$ cat src/rtl/fwd_scoreboard.sv
// Forwarding / hazard scoreboard: tracks in-flight writes after ID and picks
// a registered EX forward select per source, or requests a load-use stall.
module fwd_scoreboard #(
    parameter int REG_LOG = 5,
    parameter int NUM_SRC = 3,
    parameter int DEPTH   = 3,
    parameter int LAT_W   = 2,
    parameter int CNT_W   = 32,
    localparam int SEL_W  = $clog2(DEPTH + 1)
) (
    input  logic                       clk,
    input  logic                       rst,
    input  logic [REG_LOG*NUM_SRC-1:0] rs_ID,
    input  logic [NUM_SRC-1:0]         rs_used_ID,
    input  logic                       issue_valid,
    input  logic [REG_LOG-1:0]         rd_ID,
    input  logic                       reg_write_ID,
    input  logic [LAT_W-1:0]           lat_ID,
    input  logic                       flush,
    input  logic                       stall_ext,
    output logic                       stall,
    output logic [SEL_W*NUM_SRC-1:0]   fwd_sel_EX,
    output logic [CNT_W-1:0]           stall_cnt
);

    localparam int MAX_LAT = DEPTH - 2;

    logic                     r_vld [1:DEPTH];
    logic [REG_LOG-1:0]       r_rd  [1:DEPTH];
    logic [LAT_W-1:0]         r_lat [1:DEPTH];
    logic [SEL_W*NUM_SRC-1:0] r_sel;
    logic [CNT_W-1:0]         r_cnt;

    logic [SEL_W*NUM_SRC-1:0] w_sel;
    logic [NUM_SRC-1:0]       w_hit;
    logic                     w_hzd;
    logic                     w_stall;
    logic                     w_issue;
    logic                     w_alloc;
    logic [LAT_W-1:0]         w_eff_lat;

    always_comb begin
        if (int'(lat_ID) > MAX_LAT)
            w_eff_lat = LAT_W'(MAX_LAT);
        else
            w_eff_lat = lat_ID;
    end

    // Scan youngest to oldest; WB stage is skipped since the regfile is write-first.
    always_comb begin
        w_sel = '0;
        w_hit = '0;
        w_hzd = 1'b0;
        for (int i = 0; i < NUM_SRC; i++) begin
            for (int k = 1; k < DEPTH; k++) begin
                if (!w_hit[i] && r_vld[k] && rs_used_ID[i] &&
                    (rs_ID[i*REG_LOG +: REG_LOG] != '0) &&
                    (r_rd[k] == rs_ID[i*REG_LOG +: REG_LOG])) begin
                    w_hit[i] = 1'b1;
                    if (k >= 1 + int'(r_lat[k]))
                        w_sel[i*SEL_W +: SEL_W] = SEL_W'(k + 1);
                    else
                        w_hzd = 1'b1;
                end
            end
        end
    end

    assign w_stall = w_hzd & issue_valid & ~flush;
    assign w_issue = issue_valid & ~w_stall & ~flush;
    assign w_alloc = w_issue & reg_write_ID & (rd_ID != '0);

    always_ff @(posedge clk or posedge rst) begin
        if (rst) begin
            for (int k = 1; k <= DEPTH; k++) begin
                r_vld[k] <= 1'b0;
                r_rd[k]  <= '0;
                r_lat[k] <= '0;
            end
            r_sel <= '0;
            r_cnt <= '0;
        end else if (!stall_ext) begin
            for (int k = DEPTH; k >= 2; k--) begin
                r_vld[k] <= r_vld[k-1];
                r_rd[k]  <= r_rd[k-1];
                r_lat[k] <= r_lat[k-1];
            end
            r_vld[1] <= w_alloc;
            r_rd[1]  <= rd_ID;
            r_lat[1] <= w_eff_lat;
            r_sel    <= w_issue ? w_sel : '0;
            if (w_stall && (r_cnt != '1))
                r_cnt <= r_cnt + 1'b1;
        end
    end

    assign stall      = w_stall;
    assign fwd_sel_EX = r_sel;
    assign stall_cnt  = r_cnt;

endmodule
$ cat config.mk
export PLATFORM = sky130hd
export DESIGN_NAME = fwd_scoreboard
export DESIGN_NICKNAME = d
export VERILOG_FILES = /design/src/rtl/fwd_scoreboard.sv
export SDC_FILE = /design/constraint.sdc
export NUM_CORES = 1
export LEC_CHECK = 0
export ABC_AREA = 1
export BUFFER_PORTS_ARGS = -buffer_cell sky130_fd_sc_hd__buf_2
export CORE_MARGIN = 1.5
export CORE_UTILIZATION = 35
export DETAILED_ROUTE_END_ITERATION = 10
export SYNTH_ARGS = -nofsm -noshare
export SYNTH_HDL_FRONTEND = slang
export SYNTH_SLANG_ARGS = --single-unit
$ cat constraint.sdc
create_clock -name clk -period 1.9 [get_ports clk]
set_input_delay 0.19 -clock clk [delete_from_list [all_inputs] [get_ports clk]]
set_output_delay 0.19 -clock clk [all_outputs]
set_load 0.05 [all_outputs]
==> results.toml <==
[logic_synthesis]
yosysTopAreaCellShare_pct = 34.5
synthesis.nets = 615
post_synth_main_area_contributors = "sky130_fd_sc_hd__dfrtp_1, sky130_fd_sc_hd__nand2_1, sky130_fd_sc_hd__nand4_1"
share_of_the_yosys_chip_area_belonging_to_registers_pct = 34.5
post_synth_num_cell_types = 35
syn-mean-instance-area_um2 = 6.59
yosys_warnings = 0
netlist_area_mm2 = 0.00384
netlist_instances = 583
yosys.area.top_type = "sky130_fd_sc_hd__dfrtp_1"
synth.ff_latch_count = 53

[sta]
layout_worst_path_cycle_share_pct = 111
postLayoutSetupSlackWorst_ns = -0.217
drv_slew = 0
timing.fmax_mhz = 472
setup-tns-final_ns = -4.83
finClkSkew_ns = 0.0159
count_of_endpoints_failing_hold_in_the_final_timing_report = 0
rsz0062_at_grt = "yes"
timing.final.setup_violations = 39
final.min_clock_period_ns = 2.12
timing.max_slew.rel_slack_pct = 64.1
worst-slew-pin-transition_ns = 0.531

[floorplanning]
die_area_mm2 = 0.0116
fp-row-count = 38
die_h_um = 108
die_width_um = 108
core_area_mm2 = 0.0108
start_util_pct = 35.6
ioPinCount = 70

[clock_tree]
cts-root-buf = "sky130_fd_sc_hd__clkbuf_8"
clk_path_buf_depth = 2
cts_inserted_buffers = 5
h-tree-depth = 2
cts_tree = "yes"
clk_transition_reported_paths_ns = 0.11
number_of_clock_sinks = 53
clock_insertion_delay_worst_skew_ns = 0.32

[placed_design]
dp_cells = 806
detailed_place.area_mm2 = 0.00454
port-buffer-count = 69
final_weighted_congestion_of_routability_driven_global_placement = 0.932
preCtsSetupSlack_ns = -0.177
dp_hpwl_mm = 8.93

[status]
run_status = "complete, but fails checks"
violations = "setup timing"

[route]
via_per_inst = 5.06
drt_wl_total_mm = 12.6
ant_nets = 0
drc = 0
dr.first_iter.drc_count = 192
detailroute.via_count = 4323
wl_per_cell_um = 14.7
dr.pass1.iters = 5

[worst_setup_path]
timing.reg2reg.worst_path_depth = 15
criticalPathCategory = "flip-flop to output port"
cp_common_cell = "sky130_fd_sc_hd__nor2_2"
timing.critical_path.fanout_max = 5
crit_cells = 10
crit_slowest_cell = "sky130_fd_sc_hd__dfrtp_2"
critical_path.reg2reg.startpoint = "r_rd[7]"
cp-endpoint = "stall"
critical_path.endpoint_type = "output port"
top_family_by_delay_on_critical_path = "simple AND/OR/NAND/NOR gates"
cp_data_arrival_time_ns = 1.93
reg2reg_to = "fwd_sel_EX[3]"
cp-start-kind = "flip-flop"
critical_path.max_stage_delay_ns = 0.47
setup.reg_to_reg.worst_slack_ns = -0.18
critical_path_required_ns = 1.71
crit_buf_inv = 2
ordered_cell_list_for_the_critical_path = "inv_2 > o21ai_2 > nor2_2 > nand2_1 > nor2_2 > nand2_2 > nand3_2 > nand2_4 > a21oi_4 > buf_6"
timing.critical_path.from = "r_rd[7]"

[layout]
final_core_utilization_pct = 47.9
fin_cells = 854
filler_cell_count = 1088
final_design_area_no_fill_mm2 = 0.00517
area_growth_pct = 34.6
antennaDiodeCount = 0
drive_above_1_share_pct = 29.8
final_nets = 745

[global_routing]
met3_track_usage_gr_pct = 3.45
globalRouteMet1Util_pct = 28.3
number_of_global_route_vias_before_repair = 4191
grt_max_degree = 36
global_route.overflow_total = 0
top_usage_layer = "met2"
antenna_found_initial = 0
grt.met2_usage_pct = 39.7
gr-usage-all-layers_pct = 22.7
grt_pass1_wl_mm = 20.5

[hold_path]
hold_class = "input pin to flip-flop"

[power]
power.static_leakage_uw = 0.00276
worst_ir_drop_vdd_mv = 0.253
power-per-cell-area_mw_per_mm2 = 446

[run]
max-cap-violations = 0
-- worst min-delay path by stage --
stage / from / to / slack (ns) / cells past startpoint
6_report: rd_ID[0] / r_rd[10] / 0.09 / 3
5_1_grt: rd_ID[4] / r_rd[14] / 0.09 / 3
4_1_cts: rd_ID[0] / r_rd[10] / 0.08 / 3
3_5_place_dp: rst / r_rd[12] / 0.23 / 2
3_3_place_gp: rst / r_rd[12] / 0.23 / 2
2_1_floorplan: rd_ID[0] / r_rd[10] / 0.31 / 2
-- cells in the final DEF (no fill, tap or decap), types with 6 or more instances in the layout --
master                       n
sky130_fd_sc_hd__nand3_1    19
sky130_fd_sc_hd__inv_2      10
sky130_fd_sc_hd__dfrtp_2    22
sky130_fd_sc_hd__dfrtp_1    31
sky130_fd_sc_hd__clkbuf_8    6
sky130_fd_sc_hd__nand2_1   223
sky130_fd_sc_hd__nand4_1    48
sky130_fd_sc_hd__buf_6       6
sky130_fd_sc_hd__xor2_1     21
sky130_fd_sc_hd__nor2_2      9
sky130_fd_sc_hd__o21ai_0    14
sky130_fd_sc_hd__buf_4      54
sky130_fd_sc_hd__inv_1      57
sky130_fd_sc_hd__nor2_1     50
sky130_fd_sc_hd__buf_2      68
sky130_fd_sc_hd__nor3_1     18
-- registers in the layout, indices dropped and copies added, names as in the netlist --
register and cells:
stall_cnt 32, r_lat 3, fwd_sel_EX 6, r_vld 2, r_rd 10
-- metal layers --
metal,part of all wire (%),vias to the layer above
met3,5.0,17
li1,-,2148
met5,0,-
met1,44,2017
met4,1.7,0
met2,49,141
-- cells in the mapped netlist --
library cell               number
sky130_fd_sc_hd__xnor2_1        7
sky130_fd_sc_hd__clkbuf_1       9
sky130_fd_sc_hd__nand3_2        2
sky130_fd_sc_hd__dfrtp_1       53
sky130_fd_sc_hd__nor2_2         5
sky130_fd_sc_hd__nor4_1         2
sky130_fd_sc_hd__a31oi_1        1
sky130_fd_sc_hd__nand4_1       48
sky130_fd_sc_hd__ha_1           1
sky130_fd_sc_hd__nand2_4        3
sky130_fd_sc_hd__nand3_1       21
sky130_fd_sc_hd__nor3_2         1
sky130_fd_sc_hd__a21oi_4        1
sky130_fd_sc_hd__o21ai_0       17
sky130_fd_sc_hd__nand3b_1       1
sky130_fd_sc_hd__a21oi_1        3
sky130_fd_sc_hd__nor2b_1        2
sky130_fd_sc_hd__buf_6          5
sky130_fd_sc_hd__o22ai_1        1
sky130_fd_sc_hd__nand2_1      226
sky130_fd_sc_hd__nand4_2        1
sky130_fd_sc_hd__inv_1         60
sky130_fd_sc_hd__nand4_4        1
sky130_fd_sc_hd__and3_1         1
sky130_fd_sc_hd__nand2_2        2
sky130_fd_sc_hd__nor2_1        55
sky130_fd_sc_hd__nor4_4         1
sky130_fd_sc_hd__clkinv_1       2
sky130_fd_sc_hd__nor3_1        19
sky130_fd_sc_hd__o31ai_1        1
sky130_fd_sc_hd__buf_1          1
sky130_fd_sc_hd__xor2_1        21
sky130_fd_sc_hd__buf_2          1
sky130_fd_sc_hd__inv_2          7
sky130_fd_sc_hd__o311ai_0       1
-- layout make-up --
class	instances	area [um2]	share of cell area, %
multi-input cells	448	2330	45.0
inverters	69	262	5.05
clock buffers	6	82.6	1.60
well taps	140	175	3.39
flip-flops and latches	53	1350	26.2
clock inverters	2	13.8	0.266
repair buffers	136	961	18.6
-- timing repair --
item | in CTS | in global routing
setup buffers | 22 | 15
hold buffers | 1 | 0
pin swaps | 14 | 14
setup endpoints to repair | 33 | 40
endpoints found under the hold margin | 18 | 0
cloned | 5 | 1
gates resized for setup | 37 | 16
-- where the power goes --
group          leakage, uW  internal, uW  total [uW]  switching, uW
logic              0.00202           147         396            248
clock network    0.0000512           297         706            409
registers         0.000683          1160        1210           50.1
-- per-stage QoR --
step	hold slack, ns	total power, uW
floorplan	0.311	1430
global placement	0.235	1560
detailed placement	0.231	1560
CTS	0.0801	2300
global route	0.0925	2430
finish	0.0886	2310
-- worst reg2reg max path: stages (launching register included) --
cell and delay (ns):
sky130_fd_sc_hd__dfrtp_2 0.47, sky130_fd_sc_hd__inv_2 0.10, sky130_fd_sc_hd__o21ai_2 0.06, sky130_fd_sc_hd__nor2_2 0.15, sky130_fd_sc_hd__nand2_1 0.08, sky130_fd_sc_hd__nor2_2 0.14
sky130_fd_sc_hd__buf_4 0.12, sky130_fd_sc_hd__buf_4 0.09, sky130_fd_sc_hd__buf_4 0.09, sky130_fd_sc_hd__buf_4 0.09, sky130_fd_sc_hd__buf_4 0.09, sky130_fd_sc_hd__buf_4 0.09
sky130_fd_sc_hd__nand3_1 0.08, sky130_fd_sc_hd__o21ai_1 0.10, sky130_fd_sc_hd__nand4_1 0.11, sky130_fd_sc_hd__o21ai_1 0.13
-- logic make-up after synthesis --
| kind of cell | count (synthesis) | share of synthesized area [%] |
|---|---|---|
| adders and majority gates | 1 | 0.325 |
| AOI/OAI and AO/OA | 25 | 3.78 |
| DFF | 53 | 34.5 |
| and+or+nand+nor | 391 | 45.7 |
| buffers and inverters | 85 | 9.31 |
| xor gates and xnor gates | 28 | 6.38 |
Note: power is estimated with default switching activity, not from simulation.
